[src/rtl/sr_reg_bank.sv]
// Bank of N clocked set/reset channels with selectable S=R=1 policy, edge pulses and conflict diagnostics.
// Latency: 1 clock from s/r/en to q; rise/fall/conflict/conflict_cnt are registered in the same edge.
// Backpressure: none; en=0 freezes all channel state and suppresses conflict recording.
module sr_reg_bank #(
   parameter int              N       = 8,
   parameter int              MODE    = 0,
   parameter logic [N-1:0]    RST_VAL = {N{1'b0}},
   parameter int              CNT_W   = 8
) (
   input  logic             clk,
   input  logic             rst,
   input  logic             en,
   input  logic [N-1:0]     s,
   input  logic [N-1:0]     r,
   input  logic             clr_err,
   output logic [N-1:0]     q,
   output logic [N-1:0]     rise,
   output logic [N-1:0]     fall,
   output logic [N-1:0]     conflict,
   output logic [CNT_W-1:0] conflict_cnt
);

   localparam logic [CNT_W-1:0] CNT_MAX = {CNT_W{1'b1}};
   localparam logic [CNT_W-1:0] CNT_ONE = {{(CNT_W-1){1'b0}}, 1'b1};

   logic [N-1:0] q_nxt;
   logic [N-1:0] conf_vec;
   logic         conf_any;

   // Next channel state: per-bit SR decode, S=R=1 resolved by MODE (unknown MODE values hold).
   always_comb begin
      q_nxt = q;
      if (en) begin
         for (int i = 0; i < N; i++) begin
            case ({s[i], r[i]})
               2'b01:   q_nxt[i] = 1'b0;
               2'b10:   q_nxt[i] = 1'b1;
               2'b11: begin
                  case (MODE)
                     1:       q_nxt[i] = 1'b1;
                     2:       q_nxt[i] = 1'b0;
                     3:       q_nxt[i] = ~q[i];
                     default: q_nxt[i] = q[i];
                  endcase
               end
               default: q_nxt[i] = q[i];
            endcase
         end
      end
   end

   // Conflicts this cycle are only meaningful while the bank is enabled.
   always_comb begin
      conf_vec = {N{en}} & s & r;
      conf_any = |conf_vec;
   end

   // Channel state and change pulses; reset never produces a pulse.
   always_ff @(posedge clk) begin
      if (rst) begin
         q    <= RST_VAL;
         rise <= '0;
         fall <= '0;
      end else begin
         q    <= q_nxt;
         rise <= q_nxt & ~q;
         fall <= ~q_nxt & q;
      end
   end

   // Sticky conflict flags and saturating event counter; a fresh conflict beats clr_err.
   always_ff @(posedge clk) begin
      if (rst) begin
         conflict     <= '0;
         conflict_cnt <= '0;
      end else if (clr_err) begin
         conflict     <= conf_vec;
         conflict_cnt <= conf_any ? CNT_ONE : '0;
      end else begin
         conflict <= conflict | conf_vec;
         if (conf_any && (conflict_cnt != CNT_MAX)) begin
            conflict_cnt <= conflict_cnt + CNT_ONE;
         end
      end
   end

endmodule

[config.mk]
export PLATFORM = sky130hd
export DESIGN_NAME = sr_reg_bank
export DESIGN_NICKNAME = d
export VERILOG_FILES = /design/src/rtl/sr_reg_bank.sv
export SDC_FILE = /design/constraint.sdc
export NUM_CORES = 1
export LEC_CHECK = 0
export ABC_AREA = 1
export CORE_AREA = 10 10 75 77
export DETAILED_ROUTE_END_ITERATION = 16
export DIE_AREA = 0 0 85 87
export GPL_TIMING_DRIVEN = 1
export PLACE_DENSITY = 0.76
export SYNTH_ARGS = -nofsm -noshare
export SYNTH_HDL_FRONTEND = slang
export SYNTH_SLANG_ARGS = --single-unit
export TNS_END_PERCENT = 5
[constraint.sdc]
create_clock -name clk -period 2.4 [get_ports clk]
set_input_delay 0.36 -clock clk [delete_from_list [all_inputs] [get_ports clk]]
set_output_delay 0.36 -clock clk [all_outputs]
set_load 0.01 [all_outputs]
==> results of run 1 <==
==> flip-flops by register name (all words and copies together) (netlist names) <==
name / flops
fall: 8
conflict: 8
rise: 8
q: 8
conflict_cnt: 8
==> kinds of logic after synthesis <==
group / synth area share (%)
simple gates: 30.64
flops: 44.57
buf+inv: 7.939
compound gates: 10.03
fa+ha+maj: 6.268
mux: 0.5571
==> routing by layer <==
| metal | routed length [µm] | GRT usage (%) | share of wire, % | up-vias |
|---|---|---|---|---|
| met5 | 0 | 0 | 0 | - |
| met4 | 96 | 5.988 | 2.3 | 0 |
| met3 | 315 | 4.963 | 7.5 | 7 |
| met2 | 2050 | 19.62 | 49 | 37 |
| met1 | 1760 | 12.14 | 42 | 696 |
| li1 | - | - | - | 792 |
==> metrics by stage <==
step | worst slack [ns] | area, µm² | power, mW | hold WS (ns) | std cells
4_1_cts | 0.6726 | 2549 | 1.577 | 0.4496 | 319
2_1_floorplan | 0.9769 | 1797 | 0.8649 | 0.4859 | 205
6_report | 0.6810 | 2549 | 1.558 | 0.4467 | 319
5_1_grt | 0.5586 | 2549 | 1.639 | 0.4630 | 319
3_5_place_dp | 0.3896 | 2422 | 0.9858 | 0.4376 | 311
3_3_place_gp | 0.4228 | 2422 | 0.9826 | 0.4366 | 311
==> report_power, final <==
group	internal [mW]	switching, mW	leakage [nW]
Combinational	0.128	0.126	0.599
Sequential	0.694	0.0200	0.326
Clock	0.367	0.224	0.0645
Total	1.19	0.370	0.989
==> synthesized netlist by cell type, drive strengths merged <==
master,instances,area share [%]
a211oi,3,2.1
a21oi,14,5.2
buf,5,2.1
clkbuf,2,0.42
dfxtp,40,45
ha,9,6.3
inv,26,5.4
mux2i,1,0.56
nand2,36,8.8
nand3,15,7.2
nand4,2,0.70
nor2,18,4.2
nor3,9,3.1
nor4,6,3.1
o21ai,10,2.8
or2,5,2.2
or3,4,1.4
==> worst max-delay path by stage <==
stage          depth (start not counted)  slack [ns]                      endpoint                          from
2_1_floorplan                          8        0.98  conflict_cnt[0]$_SDFFE_PP0P_  conflict_cnt[0]$_SDFFE_PP0P_
3_3_place_gp                           9        0.42  conflict_cnt[6]$_SDFFE_PP0P_                            en
3_5_place_dp                           9        0.39  conflict_cnt[6]$_SDFFE_PP0P_                            en
4_1_cts                                9        0.67  conflict_cnt[6]$_SDFFE_PP0P_                            en
5_1_grt                               10        0.56  conflict_cnt[7]$_SDFFE_PP0P_                            en
6_report                               9        0.68  conflict_cnt[6]$_SDFFE_PP0P_                            en
==> final cells by class <==
cell class	instances	share of cell area (%)
well taps	52	2.553
repair buffers	61	23.76
clock buffers	7	3.780
inverters	26	3.829
multi-input cells	132	33.48
clock inverters	1	1.178
flip-flops and latches	40	31.42
==> flow_summary.yaml, run 1 <==
floorplanning:
  fp.dieW_um: 85
  ios: 60
  design.core.area_um2: 4234
  rows: 24
  die-area_um2: 7395
  initial_utilization_pct: 42.43
  die_h_um: 87
drt:
  final_antenna_net_count: 0
  via_per_inst: 4.803
  drcViolationCount: 0
  drtPass1Iterations: 4
  wl_um: 4222
  drt_iter0_drc: 46
  wl_per_cell_um: 13.24
  dr_total_vias: 1532
setup_path:
  cp_max_fo: 9
  reg2reg_from: "conflict_cnt[0]$_SDFFE_PP0P_"
  rr_worst_depth: 8
  slowest_stage: "clkdlybuf4s50_1"
  cp.required_ns: 2.63
  path_delay_family: "buffers and inverters"
  slowest_delay_ns: 0.77
  rrSetupSlack_ns: 0.83
  criticalPathCategory: "in2reg"
  worstPathCellList: "clkdlybuf4s50_1 > nand3_2 > nand2_2 > nor2_2 > nand2_2 > nand2_4 > nand2_4 > nand2_1 > a21oi_2"
  r2r_end: "conflict_cnt[6]$_SDFFE_PP0P_"
  crit_buf_inv: 1
  cp-end-kind: "register"
  critPathLaunchType: "input pin"
  arrival_ns: 1.95
clocking:
  cts_setup_buffers: 0
  hold_buffers: 0
  cts_inserted_buffers: 5
  cts_tree: "built"
  h-tree-depth: 2
  clockBufferDepth: 2
  clk_latency_ns: 0.29
  clkSinkCount: 40
  cts_resized: 0
  cts_root_buf: "clkbuf_8"
  clkTransAtPathRegs_ns: 0.07
min_path:
  min-delay-start: "q[0]$_SDFF_PP0_"
  whs_path_depth: 1
  hold_class: "reg2reg"
  min_to: "rise[0]$_SDFF_PP0_"
power_and_ir_drop:
  leakagePower_nw: 0.9894
  powerDensity_nw_per_um2: 611.5
  peakVddDrop_mv: 0.3260
grt:
  grt_pass1_vias: 1475
  antenna_found_initial: 0
  grt_usage_pct: 11.65
  grt_max_degree: 19
  grt_pass1_wl_um: 7024
  grt.overflow.total: 0
cells_and_area:
  seq_area_um2: 800.8
  drive_gt1_share_pct: 18.35
  mostFrequentLayoutCells: "clkdlybuf4s50_1 (59), dfxtp_1 (40), nand2_1 (31)"
  fillers: 375
  layout_commonest_cell: "clkdlybuf4s50_1"
  final_util_pct: 60.20
  area_delta_synth_final_pct: 41.85
  num-nets-final: 295
  antenna_cells: 0
  multi_input_area_um2: 853.3
sta:
  rsz0062_at_grt: "false"
  period_share_pct: 71.63
  worst_clock_skew_ns: 0.002520
  slew_headroom_pct: 68.03
  finalMaxSlewViolations: 0
  finalSetupTns_ns: 0
  fin_crit_ns: 1.719
  max_freq_mhz: 581.7
  setup_violations: 0
  hold_viol: 0
  worst_pin_slew_ns: 0.4781
synthesis:
  synthesis.area_um2: 1797
  syn-num-nets: 234
  syn_avg_cell_area_um2: 8.765
  ys_types: 29
  yosysWarnings: 0
  ys_seq_area_share_pct: 44.57
  ys_ff_latch: 40
  syn_inst: 205
place:
  dp_hpwl_um: 3386
  place_congestion: 0.8406
  portBuffers: 59
run:
  maxCapViolCount: 0
outcome:
  outcome: "complete, no violations"
Note: power is estimated with default switching activity, not from simulation.
==> run 2, diff against run 1 <==
==> constraint.sdc (replaced) <==
create_clock -name clk -period 1.6 [get_ports clk]
set_input_delay 0.24 -clock clk [delete_from_list [all_inputs] [get_ports clk]]
set_output_delay 0.24 -clock clk [all_outputs]
set_load 0.01 [all_outputs]
==> run 2 against run 1 <==
Against the previous run:
- clock power is 6.1% higher
- flip-flop and latch count stayed put
- utilization is 1.7 points higher
- power is 36% higher
- combinational power is 65% higher
- setup slack worse by 0.63 ns
- die area stayed put
- clock skew hardly changed
- sequential share of layout area is 0.81 points lower
- sequential power is 50% higher
- non-clock buffer count is 13 higher
- largest cell class unchanged
==> flow_summary.yaml, run 2 (synthesized netlist as in run 1, its figures left out) <==
cells_and_area:
  mostFrequentLayoutCells: "clkdlybuf4s50_1 (58), dfxtp_1 (39), nand2_1 (31)"
  design_area_um2: 2620
  antenna_cells: 0
  layout_commonest_cell: "clkdlybuf4s50_1"
  final_util_pct: 61.88
  drive_gt1_share_pct: 22.14
  num-nets-final: 309
  area_delta_synth_final_pct: 45.82
floorplanning:
  fp.dieW_um: 85
  initial_utilization_pct: 42.43
  rows: 24
  die-area_um2: 7395
  design.core.area_um2: 4234
  die_h_um: 87
  ios: 60
grt:
  antenna_found_initial: 0
  grt_pass1_vias: 1557
  grt.overflow.total: 0
  grt_max_degree: 19
  grt_usage_pct: 12.14
  grt_pass1_wl_um: 7320
power_and_ir_drop:
  power.total_mw: 2.113
  p_int_mw: 1.554
  pwr-share-seq_pct: 50.5
  peakVddDrop_mv: 0.4766
  powerDensity_nw_per_um2: 806.6
  p_sw_mw: 0.5598
  combPwrFrac_pct: 19.8
  leakagePower_nw: 1.050
  pwr-share-clk_pct: 29.7
  switching_share_pct: 26.49
sta:
  period_share_pct: 96.55
  max_freq_mhz: 647.4
  rsz0062_at_grt: "true"
  slew_headroom_pct: 69.56
  fin_crit_ns: 1.545
  hold_viol: 0
  finalMaxSlewViolations: 0
  worst_clock_skew_ns: 0.002462
  setup_violations: 0
  worst_pin_slew_ns: 0.4561
setup_path:
  cp.required_ns: 1.36
  cp_max_fo: 6
  criticalPathCategory: "reg2out"
  worstPathCellList: "clkdlybuf4s50_1"
  path_delay_family: "buffers and inverters"
  crit_buf_inv: 1
  critPathLaunchType: "register"
  slowest_stage: "clkdlybuf4s50_1"
  cp-end-kind: "output pin"
  slowest_delay_ns: 0.58
  arrival_ns: 1.30
clocking:
  clkTransAtPathRegs_ns: 0.07
  clkSinkCount: 40
  cts_root_buf: "clkbuf_8"
  h-tree-depth: 2
  cts_inserted_buffers: 5
  clk_latency_ns: 0.29
  hold_buffers: 0
  cts_tree: "built"
  clockBufferDepth: 2
min_path:
  hold_class: "reg2reg"
drt:
  final_antenna_net_count: 0
  wl_um: 4404
  drtPass1Iterations: 4
  wl_per_cell_um: 13.27
  dr_total_vias: 1581
  via_per_inst: 4.762
  drcViolationCount: 0
  drt_iter0_drc: 61
run:
  maxCapViolCount: 0
place:
  place_congestion: 0.8411
  portBuffers: 59
  dp_hpwl_um: 3466
  place_area_um2: 2532
outcome:
  outcome: "complete, no violations"
==> run 2: cell types whose count changed in the layout (fill, tap and decap cells not counted), sizes merged <==
cell	before	now
bufinv	1	0
nand2	36	37
dlymetal6s2s	0	1
clkbuf	7	6
buf	2	15
clkdlybuf4s50	59	58
clkinv	0	1
==> run 2: path summary, 6_finish.rpt <==
path	slack [ns]	startpoint	cells past startpoint	end
max	0.06	conflict_cnt[2]$_SDFFE_PP0P_	1	conflict_cnt[2]
min	0.44	q[1]$_SDFF_PP0_	1	rise[1]$_SDFF_PP0_
max reg2reg	0.11	conflict_cnt[1]$_SDFFE_PP0P_	8	conflict_cnt[1]$_SDFFE_PP0P_
min reg2reg	0.44	q[1]$_SDFF_PP0_	1	rise[1]$_SDFF_PP0_
==> run 2: layer usage <==
| metal | global-route usage [%] | part of all wire (%) |
|---|---|---|
| met1 | 13.07 | 42 |
| met5 | 0 | 0 |
| met2 | 20.44 | 48 |
| met4 | 5.240 | 2.3 |
| met3 | 5.056 | 7.6 |
==> run 2: final cells by class <==
class                      instances  area, µm²
inverter                          26      97.59
tap                               52      65.06
sequential                        40      802.0
clock buffer                       6      72.57
multi-input combinational        133      859.6
clock inverter                     1      5.005
timing repair buffer              74      718.2
fill                             368       1614
==> run 2: stage by stage <==
step / hold WS [ns] / instances / setup slack [ns] / TNS [ns]
2_1_floorplan: 0.3944 / 205 / 0.1769 / 0
3_3_place_gp: 0.4358 / 324 / -0.1207 / -1.746
3_5_place_dp: 0.4449 / 324 / -0.1348 / -2.226
4_1_cts: 0.4499 / 331 / 0.01862 / 0
5_1_grt: 0.4726 / 332 / -0.01637 / -0.03219
6_report: 0.4445 / 332 / 0.05527 / 0
==> run 2: power by group through the flow <==
stage	Sequential (mW)	Combinational, mW	Clock [mW]
floorplan	1.11	0.184	0
global placement	1.09	0.410	0
detailed placement	1.09	0.417	0
CTS	1.07	0.421	0.646
global route	1.07	0.461	0.690
finish	1.07	0.418	0.627
==> run 2: repair_timing <==
| action | 4_1_cts | 5_1_grt |
|---|---|---|
| resized for setup | 0 | 2 |
| endpoints found under the setup margin | 0 | 10 |
| endpoints found under the hold margin | 0 | 0 |
| setup buffers | 0 | 0 |
